`src/rtl/div_pkg.sv`:
```
// Shared types and constants for the sequential 8/4 signed divider.
package div_pkg;

  localparam int DIV_DW   = 8;
  localparam int DIV_VW   = 4;
  localparam int DIV_ITER = 8;

  typedef enum logic [1:0] {
    IDLE = 2'd0,
    CALC = 2'd1,
    DONE = 2'd2
  } div_state_t;

  // -128 would overflow an 8-bit negate, so widen before negating
  function automatic logic [8:0] mag9(input logic [7:0] a);
    logic [8:0] ext;
    ext = {a[7], a};
    return a[7] ? (9'd0 - ext) : ext;
  endfunction

  function automatic logic [4:0] mag5(input logic [3:0] b);
    logic [4:0] ext;
    ext = {b[3], b};
    return b[3] ? (5'd0 - ext) : ext;
  endfunction

endpackage

```
`src/rtl/div_step.sv`:
```
// One restoring-division iteration on a 5-bit partial remainder.
module div_step
  import div_pkg::*;
(
  input  logic [4:0] prem,
  input  logic [3:0] dmag,
  output logic [4:0] rem_nxt,
  output logic       q_bit
);

  logic [4:0] dext;
  logic [4:0] diff;

  assign dext    = {1'b0, dmag};
  assign diff    = prem - dext;
  assign q_bit   = (prem >= dext);
  assign rem_nxt = q_bit ? diff : prem;

endmodule

```
`src/rtl/div8s4_seq.sv`:
```
// Sequential signed 8/4 truncating divider, one quotient bit per cycle.
module div8s4_seq
  import div_pkg::*;
#(
  parameter int DW = 8,
  parameter int VW = 4
) (
  input  logic          clk,
  input  logic          rst_n,
  input  logic          in_valid,
  output logic          in_ready,
  input  logic [DW-1:0] dividend,
  input  logic [VW-1:0] divisor,
  output logic          out_valid,
  input  logic          out_ready,
  output logic [DW-1:0] quotient,
  output logic [VW-1:0] remainder,
  output logic          dbz,
  output logic          ovf
);

  div_state_t state;

  logic [7:0] a_sh;
  logic [3:0] b_mag;
  logic       neg_a;
  logic       neg_b;
  logic [4:0] prem;
  logic [3:0] cnt;
  logic [7:0] q_acc;
  logic       byp_dbz;
  logic       byp_ovf;

  logic [8:0] a_abs;
  logic [4:0] b_abs;
  logic [4:0] prem_sh;
  logic [4:0] rem_nxt;
  logic       q_bit;
  logic [7:0] q_fin;
  logic [3:0] r_mag;

  assign a_abs   = mag9(dividend);
  assign b_abs   = mag5(divisor);
  assign prem_sh = {prem[3:0], a_sh[7]};
  assign q_fin   = {q_acc[6:0], q_bit};
  assign r_mag   = rem_nxt[3:0];

  assign in_ready  = (state == IDLE);
  assign out_valid = (state == DONE);

  div_step u_step (
    .prem    (prem_sh),
    .dmag    (b_mag),
    .rem_nxt (rem_nxt),
    .q_bit   (q_bit)
  );

  always_ff @(posedge clk or negedge rst_n) begin
    if (!rst_n) begin
      state     <= IDLE;
      a_sh      <= '0;
      b_mag     <= '0;
      neg_a     <= 1'b0;
      neg_b     <= 1'b0;
      prem      <= '0;
      cnt       <= '0;
      q_acc     <= '0;
      byp_dbz   <= 1'b0;
      byp_ovf   <= 1'b0;
      quotient  <= '0;
      remainder <= '0;
      dbz       <= 1'b0;
      ovf       <= 1'b0;
    end else begin
      unique case (state)
        IDLE: begin
          if (in_valid) begin
            a_sh    <= a_abs[7:0];
            b_mag   <= b_abs[3:0];
            neg_a   <= dividend[7];
            neg_b   <= divisor[3];
            prem    <= '0;
            cnt     <= '0;
            q_acc   <= '0;
            byp_dbz <= (divisor == 4'h0);
            byp_ovf <= (dividend == 8'h80) &&
                       (divisor == 4'hF);
            state   <= CALC;
          end
        end
        CALC: begin
          if (byp_dbz) begin
            quotient  <= 8'h00;
            remainder <= 4'h0;
            dbz       <= 1'b1;
            ovf       <= 1'b0;
            state     <= DONE;
          end else if (byp_ovf) begin
            quotient  <= 8'h80;
            remainder <= 4'h0;
            dbz       <= 1'b0;
            ovf       <= 1'b1;
            state     <= DONE;
          end else begin
            prem  <= rem_nxt;
            a_sh  <= {a_sh[6:0], 1'b0};
            q_acc <= q_fin;
            cnt   <= cnt + 4'd1;
            if (cnt == 4'(DIV_ITER - 1)) begin
              quotient  <= (neg_a ^ neg_b) ? -q_fin : q_fin;
              remainder <= neg_a ? -r_mag : r_mag;
              dbz       <= 1'b0;
              ovf       <= 1'b0;
              state     <= DONE;
            end
          end
        end
        DONE: begin
          if (out_ready) state <= IDLE;
        end
        default: state <= IDLE;
      endcase
    end
  end

endmodule

```
`config.mk`:
```
export PLATFORM = sky130hd
export DESIGN_NAME = div8s4_seq
export DESIGN_NICKNAME = d
export VERILOG_FILES = /design/src/rtl/div_pkg.sv /design/src/rtl/div_step.sv /design/src/rtl/div8s4_seq.sv
export SDC_FILE = /design/constraint.sdc
export NUM_CORES = 1
export LEC_CHECK = 0
export CAP_MARGIN = 20
export CORE_AREA = 2 2 75 77
export CTS_BUF_LIST = sky130_fd_sc_hd__clkbuf_4 sky130_fd_sc_hd__clkbuf_8
export DETAILED_ROUTE_END_ITERATION = 10
export DIE_AREA = 0 0 77 79
export MAX_ROUTING_LAYER = met4
export PLACE_DENSITY = 0.78
export SLEW_MARGIN = 20
export SYNTH_ARGS = -nofsm -noshare
export SYNTH_HDL_FRONTEND = slang
export SYNTH_SLANG_ARGS = --single-unit
```
`constraint.sdc`:
```
create_clock -name clk -period 4.1 [get_ports clk]
set_input_delay 0.82 -clock clk [delete_from_list [all_inputs] [get_ports clk]]
set_output_delay 0.82 -clock clk [all_outputs]
set_load 0.1 [all_outputs]
```
Word level (Yosys, flattened, before mapping). Cells that the tools add are included.

Register bits after elaboration: 47. Bits in latches: 0. Memory bits (writable): 0. Bits in read-only memories: 0. Bits of input ports: 16. Output and inout port bits: 16. Word-level logic and storage cells: 79. Memories kept: 0.

Add/subtract/negate cells: 6. Multiply operators: 0. Div/mod/pow operators: 0. Magnitude comparators: 1. Eq/ne operators: 10. Shifts and indexed selects: 0. Mux-type cells: 38. Bitwise gates (word level): 1. Reduce and logical (&&, ||, !) cells: 9.

Operators by type and width (count): 2-to-1 mux 8 bit (8); 2-to-1 mux 4 bit (12); 2-to-1 mux 7 bit (3); one-hot mux 4 bit (2 select lines) (2); one-hot mux 8 bit (2 select lines) (1); one-hot mux 7 bit (2 select lines) (1); 2-to-1 mux 2 bit (5); == test 8 bit (second input constant) (1); negator 8 bit (1); subtractor 1 x 8 -> 8 bit (first input constant) (1); != test 2 bit (second input constant) (3); one-hot mux 2 bit (3 select lines) (1); greater-or-equal comparator 5 x 4 -> 1 bit (1); 2-to-1 mux 1 bit (5); adder 4 x 1 -> 4 bit (second input constant) (1); == test 4 x 3 -> 1 bit (second input constant) (1); == test 4 bit (second input constant) (1); zero test 4 bit (1); != test 4 bit (second input constant) (1); negator 4 bit (1); AND reduction 2 bit (2); AND reduction 4 bit (1); subtractor 1 x 4 -> 4 bit (first input constant) (1); subtractor 4 bit (1); 9 further kinds (9).

Logic depth before layout (Yosys ltp).
Depth after elaboration: 7. Gate-level depth with buffers: 13. Gate-level depth less buffers: 12.

By module. Synthesis repeated with hierarchy kept, for this count alone.

Cells, all modules: 283. Area total of the unflattened synthesis: 2636.3 sq um.

By module, submodules not included: div8s4_seq (times used 1, cells an instance 248, area an instance 2388.5 sq um, seq. area each 1176.1 sq um); div_step (times used 1, cells an instance 35, area an instance 247.7 sq um, seq. area each 0.0 sq um).

Worst setup path before layout. No wires, ideal clock.

Path type: register to register. From: register state[0]. To: register byp_ovf. Setup time: 77 ps. Arrival time: 2611 ps. Data required time: 4023 ps. Slack: 1412 ps. Stages on the path, launching flop included: 5. Path buffers: 0. Period minus slack after synthesis: 2688 ps. Path through: dfrtp_1 > nor2_1 > nand2_1 > or3_1 > o21ai_1.

Longest elaborated chain between the ends: 2.

RTL lines: start: declaration (line div8s4_seq.sv:22) `div_state_t state;`; start signal: assignment (line div8s4_seq.sv:60) `state <= IDLE;`; start signal: assignment (line div8s4_seq.sv:88) `state <= CALC;`; start signal: assignment (line div8s4_seq.sv:97) `state <= DONE;`; zero test 2 bit; net in_ready (line div8s4_seq.sv:11) `output logic in_ready,`; AND reduction 2 bit (no source line); end signal: assignment (line div8s4_seq.sv:86) `byp_ovf <= (dividend == 8'h80) &&`; end: declaration (line div8s4_seq.sv:32) `logic byp_ovf;`.

The timed path passes the listed nets, and every way through them passes these cells. A chain may end at the register's enable or synchronous reset.

Worst setup path in the final report.
From: register state[0]. To: output in_ready.

Longest elaborated chain between the ends: 1.

RTL lines: zero test 2 bit (line div8s4_seq.sv:48) `assign in_ready = (state == IDLE);`; end: declaration (line div8s4_seq.sv:11).

No other way between the ends.

==> run summary <==
Status: complete, no violations
Final wirelength: 4.93 mm
R2r worst-path depth: 8
Post-synth EDFFs: 0
Layout area overhead: 17.6%
Post-Syn Nets: 296
Multi-input combinational cell area: 1250 µm²
Register area: 1180 µm²
TritonCTS clock tree: built
Worst Setup End Kind: output port
CP required: 3280 ps
Startpoint type of the worst setup path: register
Top FF cell, synth: dfrtp_1
Final period utilization: 0.695
Initial Util: 0.477
Sequential fraction of the synthesis area: 0.462
RSZ-0062 raised after global routing: no
DR vias/cell: 5.30
Root buf cell: clkbuf_8
Drt first pass iters: 4
Vias in the first global route: 1898
Final Critical Period: 2850 ps
H-tree depth: 2
Total track usage: 0.186
Met2 Wirelength: 2.43 mm
Max-slew headroom: 0.350
Wire length per cell: 13.2 µm
Bufs on Longest Clock Path: 2
Core Area: 5340 µm²
Synth Register Bits: 47
Dpl hpwl: 3.74 mm
Clock Skew: 9.75 ps
Post_cts resized: 0
Cell taking the most area after synthesis: dfrtp_1
Slew Viols, Final: 0
Die height: 79 µm
Setup Buffers After CTS: 0
Max-cap violations: 0
Crit path arrival time: 2030 ps
DRC errors left: 0
Worst slew pin tran: 972 ps
Number of antenna violations at the first check in global routing: 0
Highest metal used: met4
Layout fillers: 535
First-pass GRT wire length: 8.81 mm
Placer congestion estimate: 0.872
Nets@finish: 328
N_diodes: 0
Tightest Hold Check Type: register to register
Wl on met1: 2.29 mm
CP Max Fanout: 4
CTS Hold Bufs: 0
Top post-synthesis cells by area: dfrtp_1 (46%), nand2_1 (7.4%), o21ai_1 (6.1%), ha_1 (4.9%), xnor2_1 (3.8%)
Hold path cells: 2
TritonCTS Sinks: 47
Fraction of layout cells with a size suffix above 1: 0.0764
Final ANT Viol Nets: 0
Cells after synthesis: 269
Num CTS Buffers: 5
Setup Crit Path Kind: register to output port
Commonest cells after routing, fill and taps aside: nand2_1 (50), dfrtp_1 (47), o21ai_1 (31)
Port Buffers: 31
Setup_tns: 0 ps
Syn_area_per_cell: 9.46 µm²
Largest net degree at the start of global routing: 48
Most common cell after layout, fill and taps aside: nand2_1
Std-Cell Rows: 27
Clock latency on the worst-skew pair: 300 ps
Synth warn: 0
Peak Freq: 0.351 GHz
Final core occ: 0.561
Synth async-reset ratio: 1.00
Endpoints failing setup: 0
Die Span X: 77 µm
Die footprint: 6080 µm²
Initial DRC Count: 109
Vias post-DR: 1976
Met3 routed WL: 182 µm
Cell Area, Synth: 2540 µm²
GR Overflow Total: 0
Reg clk slew, reported paths: 90 ps
Synth top area share: 0.462
Hold Violations, Final: 0
Yosys cell types: 43
I/O pin cnt: 32
## final cells by class
cell class                      instances  area share
Clock buffer                            5      0.0230
Inverter                               16      0.0201
Timing Repair Buffer                   34       0.110
Tap cell                               72      0.0301
Sequential cell                        47       0.393
Multi-Input combinational cell        197       0.419
Clock inverter                          2     0.00460
## cell families (layout without fill, tap and decap cells)
| logic type | Yosys count | count (layout) | share of synthesized area |
|---|---|---|---|
| compound gates | 70 | 70 | 0.174 |
| xor+xnor | 17 | 17 | 0.0615 |
| fa+ha+maj | 11 | 11 | 0.0570 |
| buf+inv | 25 | 57 | 0.0447 |
| flops | 47 | 47 | 0.462 |
| mux | 7 | 7 | 0.0290 |
| simple gates | 92 | 92 | 0.172 |
## cells in the mapped netlist, types with 2 or more instances
| library cell | count |
|---|---|
| buf_2 | 3 |
| ha_1 | 10 |
| nor2b_1 | 2 |
| nor3_1 | 2 |
| nand2_1 | 50 |
| xnor2_1 | 11 |
| dfrtp_1 | 47 |
| a21oi_1 | 9 |
| nand3b_1 | 2 |
| clkbuf_1 | 5 |
| a21boi_1 | 2 |
| inv_1 | 15 |
| mux2i_1 | 6 |
| o21ai_0 | 7 |
| a32o_1 | 3 |
| a31oi_1 | 4 |
| nand2b_1 | 5 |
| nor2_1 | 16 |
| o31ai_1 | 7 |
| xor2_1 | 5 |
| nand4_1 | 2 |
| o21ai_1 | 31 |
| nor4_1 | 3 |
| or3_1 | 3 |
## worst max-delay path: stages (launching register included)
cell	delay (ps)
dfrtp_1	400
nor2_1	180
clkdlybuf4s50_1	1160
## final timing paths
path	to	slack, ps	from
setup reg to reg	remainder[1]	1730	prem[1]
min in group asynchronous	a_sh[3]	510	rst_n
max in group asynchronous	remainder[2]	3180	rst_n
hold reg to reg	dbz	490	dbz
hold / removal	dbz	490	dbz
setup / recovery	in_ready	1250	state[0]
## state kept, by name, indices dropped and copies added (netlist names)
signal	cells
a_sh	8
b_mag	4
byp_dbz	1
byp_ovf	1
cnt	4
dbz	1
neg_a	1
neg_b	1
ovf	1
prem	4
q_acc	7
quotient	8
remainder	4
state	2
## per-stage QoR
step / hold WS (ps) / instances / setup WS (ps) / area [µm²]
global placement: 465 / 366 / 1580 / 2910
detailed placement: 471 / 366 / 1570 / 2910
floorplan: 454 / 269 / 1410 / 2540
finish: 486 / 373 / 1250 / 2990
CTS: 493 / 373 / 1230 / 2990
global route: 510 / 373 / 1170 / 2990
## per-layer routing
metal / up-vias / global-route usage
li1: 989 / -
met1: 940 / 0.232
met2: 42 / 0.319
met3: 5 / 0.0341
met4: 0 / 0.0429
met5: - / -
Power is not shown: default switching activity piles up to over one toggle a cycle in this logic, so the estimate is an artifact.
